File: config.mk
export PLATFORM = sky130hd
export DESIGN_NAME = reg_file_mp
export DESIGN_NICKNAME = d
export VERILOG_FILES = /design/src/rtl/reg_file_pkg.sv /design/src/rtl/reg_file_mp_reg_op_alu.sv /design/src/rtl/reg_file_mp.sv
export SDC_FILE = /design/constraint.sdc
export NUM_CORES = 1
export LEC_CHECK = 0
export CORE_MARGIN = 5
export CORE_UTILIZATION = 25
export DETAILED_ROUTE_END_ITERATION = 10
export HOLD_SLACK_MARGIN = 0.03
export PLACE_DENSITY = 0.49
export SLEW_MARGIN = 25
export SYNTH_ARGS = -nofsm -noshare
export SYNTH_HDL_FRONTEND = slang
export SYNTH_HIERARCHICAL = 1
export SYNTH_SLANG_ARGS = --single-unit
File: constraint.sdc
create_clock -name reg_clk -period 9.3 [get_ports reg_clk]
set_input_delay 1.395 -clock reg_clk [delete_from_list [all_inputs] [get_ports reg_clk]]
set_output_delay 1.395 -clock reg_clk [all_outputs]
set_load 0.02 [all_outputs]
File: src/rtl/reg_file_pkg.sv
// Shared definitions for the register file write port.
// Op encodings are reused by the control unit decoder.
package reg_file_pkg;

  typedef enum logic [1:0] {
    OP_LOAD = 2'b00,
    OP_INC  = 2'b01,
    OP_DEC  = 2'b10,
    OP_CLR  = 2'b11
  } wr_op_e;

endpackage

File: src/rtl/reg_file_mp_reg_op_alu.sv
// Write-port arithmetic: result plus zero/carry status.
// Purely combinational.
module reg_op_alu
  import reg_file_pkg::*;
#(
  parameter int DATA_W = 8
) (
  input  wr_op_e            op,
  input  logic [DATA_W-1:0] old_val,
  input  logic [DATA_W-1:0] data_in,
  output logic [DATA_W-1:0] result,
  output logic              zero,
  output logic              carry
);

  always_comb begin
    result = '0;
    carry  = 1'b0;
    unique case (op)
      OP_LOAD: result = data_in;
      OP_INC: begin
        result = old_val + 1'b1;
        carry  = (old_val == '1);
      end
      OP_DEC: begin
        result = old_val - 1'b1;
        carry  = (old_val == '0);
      end
      OP_CLR: result = '0;
    endcase
    zero = (result == '0);
  end

endmodule

File: src/rtl/reg_file_mp.sv
// Parametrised register file: one arithmetic write port,
// two registered read ports with write-to-read bypass.
module reg_file_mp
  import reg_file_pkg::*;
#(
  parameter int DATA_W   = 8,
  parameter int NUM_REGS = 4,
  parameter int SEL_W    = $clog2(NUM_REGS)
) (
  input  logic              reg_clk,
  input  logic              reg_rst_n,
  input  logic              wr,
  input  logic [SEL_W-1:0]  wr_sel,
  input  logic [1:0]        wr_op,
  input  logic [DATA_W-1:0] data_in,
  input  logic              rd_a,
  input  logic              rd_b,
  input  logic [SEL_W-1:0]  sel_a,
  input  logic [SEL_W-1:0]  sel_b,
  output logic [DATA_W-1:0] data_out_a,
  output logic [DATA_W-1:0] data_out_b,
  output logic              valid_a,
  output logic              valid_b,
  output logic              zero_flag,
  output logic              carry_flag,
  output logic              sel_err
);

  localparam logic [SEL_W:0] NREGS = (SEL_W+1)'(NUM_REGS);

  logic [DATA_W-1:0] regs [NUM_REGS];

  logic              wr_ok;
  logic              ok_a;
  logic              ok_b;
  logic              commit;
  logic [DATA_W-1:0] old_val;
  logic [DATA_W-1:0] result;
  logic              res_zero;
  logic              res_carry;
  logic [DATA_W-1:0] rdata_a;
  logic [DATA_W-1:0] rdata_b;

  assign wr_ok  = ({1'b0, wr_sel} < NREGS);
  assign ok_a   = ({1'b0, sel_a} < NREGS);
  assign ok_b   = ({1'b0, sel_b} < NREGS);
  assign commit = wr && wr_ok;

  assign old_val = wr_ok ? regs[wr_sel] : '0;

  reg_op_alu #(
    .DATA_W (DATA_W)
  ) u_alu (
    .op      (wr_op_e'(wr_op)),
    .old_val (old_val),
    .data_in (data_in),
    .result  (result),
    .zero    (res_zero),
    .carry   (res_carry)
  );

  // Same-cycle write to the read register forwards the new value.
  always_comb begin
    rdata_a = '0;
    rdata_b = '0;
    if (ok_a) begin
      rdata_a = (commit && sel_a == wr_sel) ? result : regs[sel_a];
    end
    if (ok_b) begin
      rdata_b = (commit && sel_b == wr_sel) ? result : regs[sel_b];
    end
  end

  always_ff @(posedge reg_clk) begin
    if (!reg_rst_n) begin
      for (int i = 0; i < NUM_REGS; i++) begin
        regs[i] <= '0;
      end
      data_out_a <= '0;
      data_out_b <= '0;
      valid_a    <= 1'b0;
      valid_b    <= 1'b0;
      zero_flag  <= 1'b0;
      carry_flag <= 1'b0;
      sel_err    <= 1'b0;
    end else begin
      if (commit) begin
        regs[wr_sel] <= result;
        zero_flag    <= res_zero;
        carry_flag   <= res_carry;
      end
      valid_a <= rd_a;
      valid_b <= rd_b;
      if (rd_a) data_out_a <= rdata_a;
      if (rd_b) data_out_b <= rdata_b;
      sel_err <= (wr && !wr_ok) ||
                 (rd_a && !ok_a) ||
                 (rd_b && !ok_b);
    end
  end

endmodule

==> results.txt, run 1 <==
The synthesis-to-finish area growth is 21.2%. Once detail routing completed, the nets flagged for antenna violations numbered 0. After clock tree synthesis, the flow added hold-fix buffers numbering 0.

The TritonCTS sink count came out at 52. The number of cells produced by synthesis is between 200 and 300. The first detailed-routing pass took 4 iterations. Sorting the synthesized cells by area gives the leading types as edfxtp_1 (29%), mux4_2 (16%), dfxtp_1 (12%).

Entering global routing, the biggest net connects 42 pins. The dominant synthesized flop cell is edfxtp_1. After detailed routing, the number of remaining DRC violations is 0.

Clock-pin slew was measured on the worst setup and hold paths at 0.07 ns. In the final layout, the share of cells above drive strength 1 is 0.141. The worst setup path is of the input pin to register kind. The number of warnings reported in the yosys synthesis log came out at 6.

Counting flops with a built-in enable in the synthesized netlist gives 32. Hold timing on the final database bottoms out at a slack of 0.532 ns. The placeable core area came out at about 13000 sq um. The cell type contributing the most total cell area after synthesis is edfxtp_1. STA puts the critical path data required time at approximately 9.5 ns. The number of max-cap violations came out at 0. The sequential-to-total area share from yosys stat is 0.406. The final total negative setup slack came out at 0 ns.

The number of levels in the clock H-tree is 2. TritonCTS built the clock tree. The number of different library cells used by synthesis comes to a little over 50. The initial antenna violation count came out at 0. The net count reported at finish came out at ~340. STA classifies the critical path startpoint as an input pin. The final weighted congestion in routability-driven placement is roughly 0.80. The maximum VDD drop came out at a little under 0.07 mV.

The number of synthesized register bits is 52. The post-cts repair resize count came out at 0. The filler cells instantiated in the layout total 1330. The initial cell density of the core came out at 0.254. The data arrival time of the worst path came out at between 5 and 6 ns. In this run the worst hold path is classified as register to register. The via count of the first global-routing pass is 2540. The clock buffer count from CTS came out at 5. The worst-path maximum fanout is 14. The total routing usage reported by global routing came out at 0.120. The share of the synthesized area in the top cell type came out at 0.287.

The number of top-level design ports is 42. The row count is 42. The HPWL after detailed placement came out at roughly 7000 um. The count of buffers inserted at the top-level ports came out at 40. The repair_antennas step left the layout with diodes totalling 0.

Wires add up to 9550 um. The number of setup buffers added after CTS came out at 0. The worst-case headroom to the max-slew limit came out at 0.421. The via count of the routed design is roughly 2500. The clock latency reported for the late side of the worst-skew pair came out at approximately 0.29 ns. The die area came out at between 15000 and 20000 sq um. The maximum buffer depth of the clock tree is 2. The routed length per placed instance came out at 19.5 um. The number of max-slew violations in the final report came to 0.

In this run, the number of DRC markers left after iteration 0 of detailed routing was about 270. The netlist area before placement is ~3400 sq um. The slew at the pin closest to its max-slew limit is around 0.87 ns. Setup repair after global routing left no endpoint under its margin. The number of setup violations in the final report came out at 0. The per-instance average area after synthesis is 11.8 sq um. The number of nets in the synthesized netlist is 310.

The proportion of synthesized flip-flops having asynchronous set or reset came out at 0. The leakage power total came out at 0.00151 uW. Between clock sinks in the finished design, the worst skew comes to 0.00587 ns. The average vias per placed instance is approximately 5.0. The flow ran to the end, and the final reports show no timing, DRC or antenna violations.

The final clock period utilization by the worst path came out at 0.534. CTS placed an instance of clkbuf_16 at the clock tree root. The wire length of the first global-routing pass came out at between 15000 and 20000 um. Power spread over the standard cell area amounts to 151 nW/um^2.

The final critical path time including I/O delays and setup is a little under 5 ns. The total overflow left after global routing is 0. The die height is ~130 um. The worst setup path is captured at a register.

The peak clock frequency supported by timing came out at between 0.2 and 0.25 GHz. The width of the die is around 130 um. The number of hold violations in the final report came out at 0.
flip-flops by register name, indices dropped and copies added, names as in the netlist:
register,flops
regs,32
data_out_b,8
valid_b,1
valid_a,1
carry_flag,1
data_out_a,8
zero_flag,1
per-layer routing:
| metal | part of all wire | GRT usage | wire length (um) | vias to the layer above |
|---|---|---|---|---|
| met1 | 0.42 | 0.153 | 4050 | 1226 |
| met2 | 0.51 | 0.208 | 4830 | 78 |
| met4 | 0.011 | 0.0322 | 106 | 0 |
| met5 | 0 | 0 | 0 | - |
| met3 | 0.058 | 0.0237 | 554 | 6 |
| li1 | - | - | - | 1157 |
Yosys cell counts (all sizes together), types with 3 or more instances:
master	n
a221o	16
nand3	3
nand4	3
buf	15
edfxtp	32
nor3	3
nor4	4
o21ai	10
a211oi	4
dfxtp	20
clkbuf	7
mux4	24
and2	32
nand2	16
nor3b	4
nor2b	3
ha	6
nand3b	3
and3	8
and3b	19
xnor2	11
nand2b	6
inv	5
logic make-up (layout without fill, tap and decap cells):
family,count (synthesis),after routing,share of synthesized area
buf+inv,27,57,0.0407
simple gates,111,111,0.216
compound gates,46,46,0.109
flops,52,52,0.406
mux,27,27,0.171
fa+ha+maj,6,6,0.0224
xor+xnor,13,13,0.0340
other cells,1,1,0.00112
worst max-delay path, stage by stage:
cell and delay, ns:
clkdlybuf4s50_1 1.04, mux4_2 0.73, xor2_1 0.18, ha_1 0.21, nor4_1 0.07, nor4_1 0.41
a22oi_1 0.18, xor2_1 0.16, o21ai_1 0.16, and3_1 0.27, a221o_1 0.33
path summary, 6_finish.rpt:
path	slack [ns]	from	to	depth (start not counted)
worst min-delay path	0.53	carry_flag$_SDFFE_PN0P_	carry_flag$_SDFFE_PN0P_	2
worst max register to register	6.18	regs[2][1]$_SDFFCE_PN0P_	data_out_a[6]$_SDFFE_PN0P_	10
worst min register to register	0.53	carry_flag$_SDFFE_PN0P_	carry_flag$_SDFFE_PN0P_	2
worst max-delay path	4.33	wr_sel[0]	data_out_a[6]$_SDFFE_PN0P_	11
cell type report:
| cell class | instances | area, sq um | area share |
|---|---|---|---|
| clock buffer | 8 | 178 | 0.0437 |
| inverter | 5 | 18.8 | 0.00462 |
| multi-input combinational | 204 | 1850 | 0.456 |
| sequential | 52 | 1360 | 0.335 |
| tap | 176 | 220 | 0.0542 |
| timing repair buffer | 44 | 430 | 0.106 |
per-stage QoR:
stage | power, uW | worst slack [ns] | utilization | std cells | cell area, sq um
2_1_floorplan | 358 | 5.13 | - | 283 | 3350
3_3_place_gp | 404 | 4.13 | 0.295 | 481 | 3880
3_5_place_dp | 404 | 4.03 | 0.295 | 481 | 3880
4_1_cts | 616 | 4.34 | 0.308 | 489 | 4060
5_1_grt | 637 | 4.00 | 0.308 | 489 | 4060
6_report | 614 | 4.33 | 0.308 | 489 | 4060
power by group:
group	switching [uW]	internal (uW)	leakage (uW)
Sequential	7.97	259	0.000497
Combinational	72.4	60.1	0.000924
Clock	83.9	131	0.0000883
Total	164	450	0.00151
cell usage in the layout (no fill, tap or decap), types with 2 or more instances in the layout:
master	count
a211oi_1	4
a221o_1	16
a31oi_1	2
and2_1	29
and2_4	3
and3_1	8
and3b_1	19
buf_4	4
clkbuf_16	6
clkbuf_8	2
clkdlybuf4s50_1	40
dfxtp_1	20
edfxtp_1	32
ha_1	6
inv_1	5
mux2i_1	2
mux4_2	24
nand2_1	16
nand2b_1	6
nand3_1	3
nand3b_1	3
nand4_1	3
nor2_1	2
nor2b_1	3
nor3_1	3
nor3b_1	4
nor4_1	3
o211ai_1	2
o21ai_0	7
o21ai_1	3
o32ai_1	2
xnor2_1	11
xor2_1	2
Note: power is estimated with default switching activity, not from simulation.
==> run 2: changes to the inputs <==
--- a/config.mk
+++ b/config.mk
@@ -9,7 +9,7 @@
 export CORE_UTILIZATION = 25
 export DETAILED_ROUTE_END_ITERATION = 10
 export HOLD_SLACK_MARGIN = 0.03
-export PLACE_DENSITY = 0.49
+export PLACE_DENSITY = 0.51
 export SLEW_MARGIN = 25
 export SYNTH_ARGS = -nofsm -noshare
 export SYNTH_HDL_FRONTEND = slang
==> constraint.sdc (replaced) <==
create_clock -name reg_clk -period 4.55 [get_ports reg_clk]
set_input_delay 0.6825 -clock reg_clk [delete_from_list [all_inputs] [get_ports reg_clk]]
set_output_delay 0.6825 -clock reg_clk [all_outputs]
set_load 0.02 [all_outputs]
==> run 2 against run 1 <==
Effect of this change: hold slack got worse by 0.0055 ns; sequential power rose by 110%; via count rose by 1.1%; register-to-register slack got worse by 4.8 ns; cell count rose by 1.2%; critical path depth did not move; non-clock buffer count rose by 6; sequential share of layout area fell by 0.46 points; worst setup slack got worse by 3.7 ns; clock skew rose by 0.0048 ns; wire length fell by 6.4%; first-iteration DRC count fell by 24%; critical path type unchanged; largest cell class unchanged; largest power group unchanged; highest routed layer unchanged.
==> results.txt, run 2 (synthesis gave the netlist of run 1 again) <==
The run finished with clean final reports. The worst-case headroom to the max-slew limit is 0.459 (+0.0388). The worst hold slack after final layout is 0.527 ns (-0.00547 ns). The worst setup path is launched from an input pin. The initial antenna violation count came out at 0 (unchanged). The via count of the first global-routing pass is 2576 (+1.4%).

The synthesis-to-finish area growth came out at 22.9%. The number of antenna repair diodes is 0 (unchanged). The clock latency reported for the late side of the worst-skew pair is 0.29 ns (about the same). In this run the critical register-to-register path is captured at data_out_a[6]$_SDFFE_PN0P_. CTS placed an instance of clkbuf_16 at the clock tree root. The startpoint of the lowest-slack register-to-register path is regs[2][1]$_SDFFCE_PN0P_. The worst-path maximum fanout came out at 9 (-5). The via count of the routed design is 2495 (+1.1%). The width of the die was 126 um (unchanged).

The largest net degree at the start of global routing came out at 42 (unchanged). The top cell types in the final layout, fill and taps aside, are clkdlybuf4s50_1 (40), edfxtp_1 (32), and2_1 (29), mux4_2 (24), dfxtp_1 (20). The area taken by multi-input logic gates was 1850 sq um (unchanged).

The HPWL after detailed placement is 6850 um (-2.7%). The final total negative setup slack is 0 ns (unchanged). The number of setup buffers added after CTS is 0 (unchanged). The final core utilization came out at 0.312 (+0.00427). The clock power share came out at 0.374 (+0.024). The slew at the pin closest to its max-slew limit came out at 0.807 ns (-0.0593 ns). The wire length of the first global-routing pass came to 14400 um (-4.3%). The net count reported at finish is 345 (+1.8%). The number of optimization iterations in the first detailed-route pass came out at 4 (unchanged).

TritonCTS built the clock tree. The total overflow reported by the global router came out at 0 (unchanged). The initial cell density of the core came to 0.254 (unchanged). The fraction of final layout cells with drive strength greater than 1 is 0.154 (+0.0130). Setup repair after global routing left no endpoint under its margin.

In the final layout, the registers with the most flip-flops are regs (32), data_out_a (8), data_out_b (8). The total routing usage reported by global routing came out at 0.112 (-0.00772). The leakage power total came out at 0.00154 uW (+2.1%).

The TritonCTS sink count is 52 (unchanged). Of the available clock period, the critical path in the final layout requires 0.866. The net switching fraction of the power is 0.252 (-0.0152). The final weighted congestion in routability-driven placement came out at 0.818 (+2.9%). The power density normalized to cell area came out at 315 nW/um^2 (+110%). The portion of total power attributed to combinational logic came to 0.206 (-0.010). The count of buffers inserted at the top-level ports came out at 40 (unchanged). The worst hold path belongs to the class register to register. The clock-pin slew reported for the worst setup and hold paths after clock tree synthesis was 0.07 ns (about the same). The data arrival time of the worst path came out at 4.11 ns (-1.03 ns). The kind of capture point of the worst setup path is a register. The number of max-slew violations in the final report came to 0 (unchanged). The violation count after the first detailed-routing iteration came out at 207 (-24%). The post-route DRC violation count is 0 (unchanged).

The die area is 15800 sq um (unchanged). The critical path is of the input pin to register type. The average vias per placed instance came out at 5.04 (about the same). Leaving out fill and tap cells, the most frequent cell in the layout is clkdlybuf4s50_1.

The flip-flop count of the largest register after layout is 32 (unchanged). The number of hold violations in the final report came out at 0 (unchanged). The post-cts repair resize count was 0 (unchanged). The path depth of the worst reg2reg path is 10 (unchanged). The row count is 42 (unchanged). The sequential share of power is 0.420 (-0.014).

The number of hold buffers added after CTS came out at 0 (unchanged). The peak clock frequency supported by timing is roughly 0.25 GHz. The remaining antenna violation count after routing came out at 0 (unchanged). Counting I/O delays and the setup requirement, the final critical path takes 3.94 ns.

The internal power contribution was 970 uW (+120%). The clock buffer count from CTS is 5 (unchanged). The die height is 126 um (unchanged). The count of filler cells inserted in the layout came out at 1323 (-0.53%). The area taken by flip-flops and latches came out at 1360 sq um (unchanged). The setup slack of the most critical reg-to-reg path is 1.36 ns (-4.82 ns). The number of levels in the clock H-tree was 2 (unchanged). The start point of the worst min-delay path is zero_flag$_SDFFE_PN0P_. The number of max-cap violations came to 0 (unchanged).

The maximum buffer depth of the clock tree is 2 (unchanged). For hold timing, the worst endpoint is zero_flag$_SDFFE_PN0P_. The number of setup violations in the final report is 0 (unchanged). The maximum VDD drop is 0.157 mV (+130%). The total length of routed wires was 8940 um (-6.4%). The number of top-level design ports is 42 (unchanged). Counting flops per register, the top entry is regs. The routed length per placed instance is 18.1 um (-7.5%).

The data required time at the worst endpoint came out at 4.72 ns (-4.76 ns). The placeable core area came out at 13200 sq um (unchanged). The power spent charging and discharging nets came out at 328 uW (+99%). The depth of the worst hold-timing path came out at 2 (unchanged). The final worst clock skew is 0.0107 ns (+0.00485 ns).
[run 2: area by class of cell]
cell class              count  share of cell area
inverters                   5             0.00456
flip-flops and latches     52               0.330
well taps                 176              0.0535
repair buffers             50               0.115
multi-input cells         204               0.450
clock buffers               6              0.0313
clock inverters             2              0.0146
[run 2: worst max-delay path by stage]
stage | from | to | slack (ns)
after global routing | wr_sel[0] | data_out_a[6]$_SDFFE_PN0P_ | 0.38
final | wr_sel[0] | data_out_a[6]$_SDFFE_PN0P_ | 0.61
after floorplan | wr_sel[0] | data_out_a[7]$_SDFFE_PN0P_ | 1.09
after detailed placement | wr_sel[0] | data_out_a[6]$_SDFFE_PN0P_ | 0.33
after global placement | wr_sel[0] | data_out_a[6]$_SDFFE_PN0P_ | 0.38
after CTS | wr_sel[0] | data_out_a[6]$_SDFFE_PN0P_ | 0.61
[run 2: metal layers]
| layer | global-route usage | wire length, um | up-vias |
|---|---|---|---|
| met5 | 0 | 0 | - |
| met4 | 0.0366 | 129 | 0 |
| met3 | 0.0195 | 492 | 12 |
| met2 | 0.179 | 4080 | 92 |
| met1 | 0.155 | 4240 | 1224 |
| li1 | - | - | 1167 |
[run 2: power by group through the flow]
stage / clock network [uW] / logic (uW) / registers [uW]
CTS: 491 / 268 / 545
global placement: 0 / 266 / 555
detailed placement: 0 / 267 / 556
global route: 512 / 290 / 548
finish: 485 / 268 / 546
floorplan: 0 / 170 / 561
[run 2: worst max-delay path, stage by stage]
cell	delay, ns
clkdlybuf4s50_1	0.77
mux4_2	0.69
xor2_1	0.18
ha_1	0.21
nor4_1	0.06
nor4_1	0.42
a22oi_1	0.19
xor2_1	0.17
o21ai_1	0.14
and3_1	0.27
a221o_1	0.33
[run 2: stage by stage]
stage	total power [uW]	cells	cell area, sq um	setup slack, ns
finish	1300	495	4120	0.608
global route	1350	495	4120	0.382
CTS	1310	495	4120	0.609
detailed placement	823	487	3930	0.332
global placement	821	487	3930	0.382
floorplan	731	283	3350	1.09
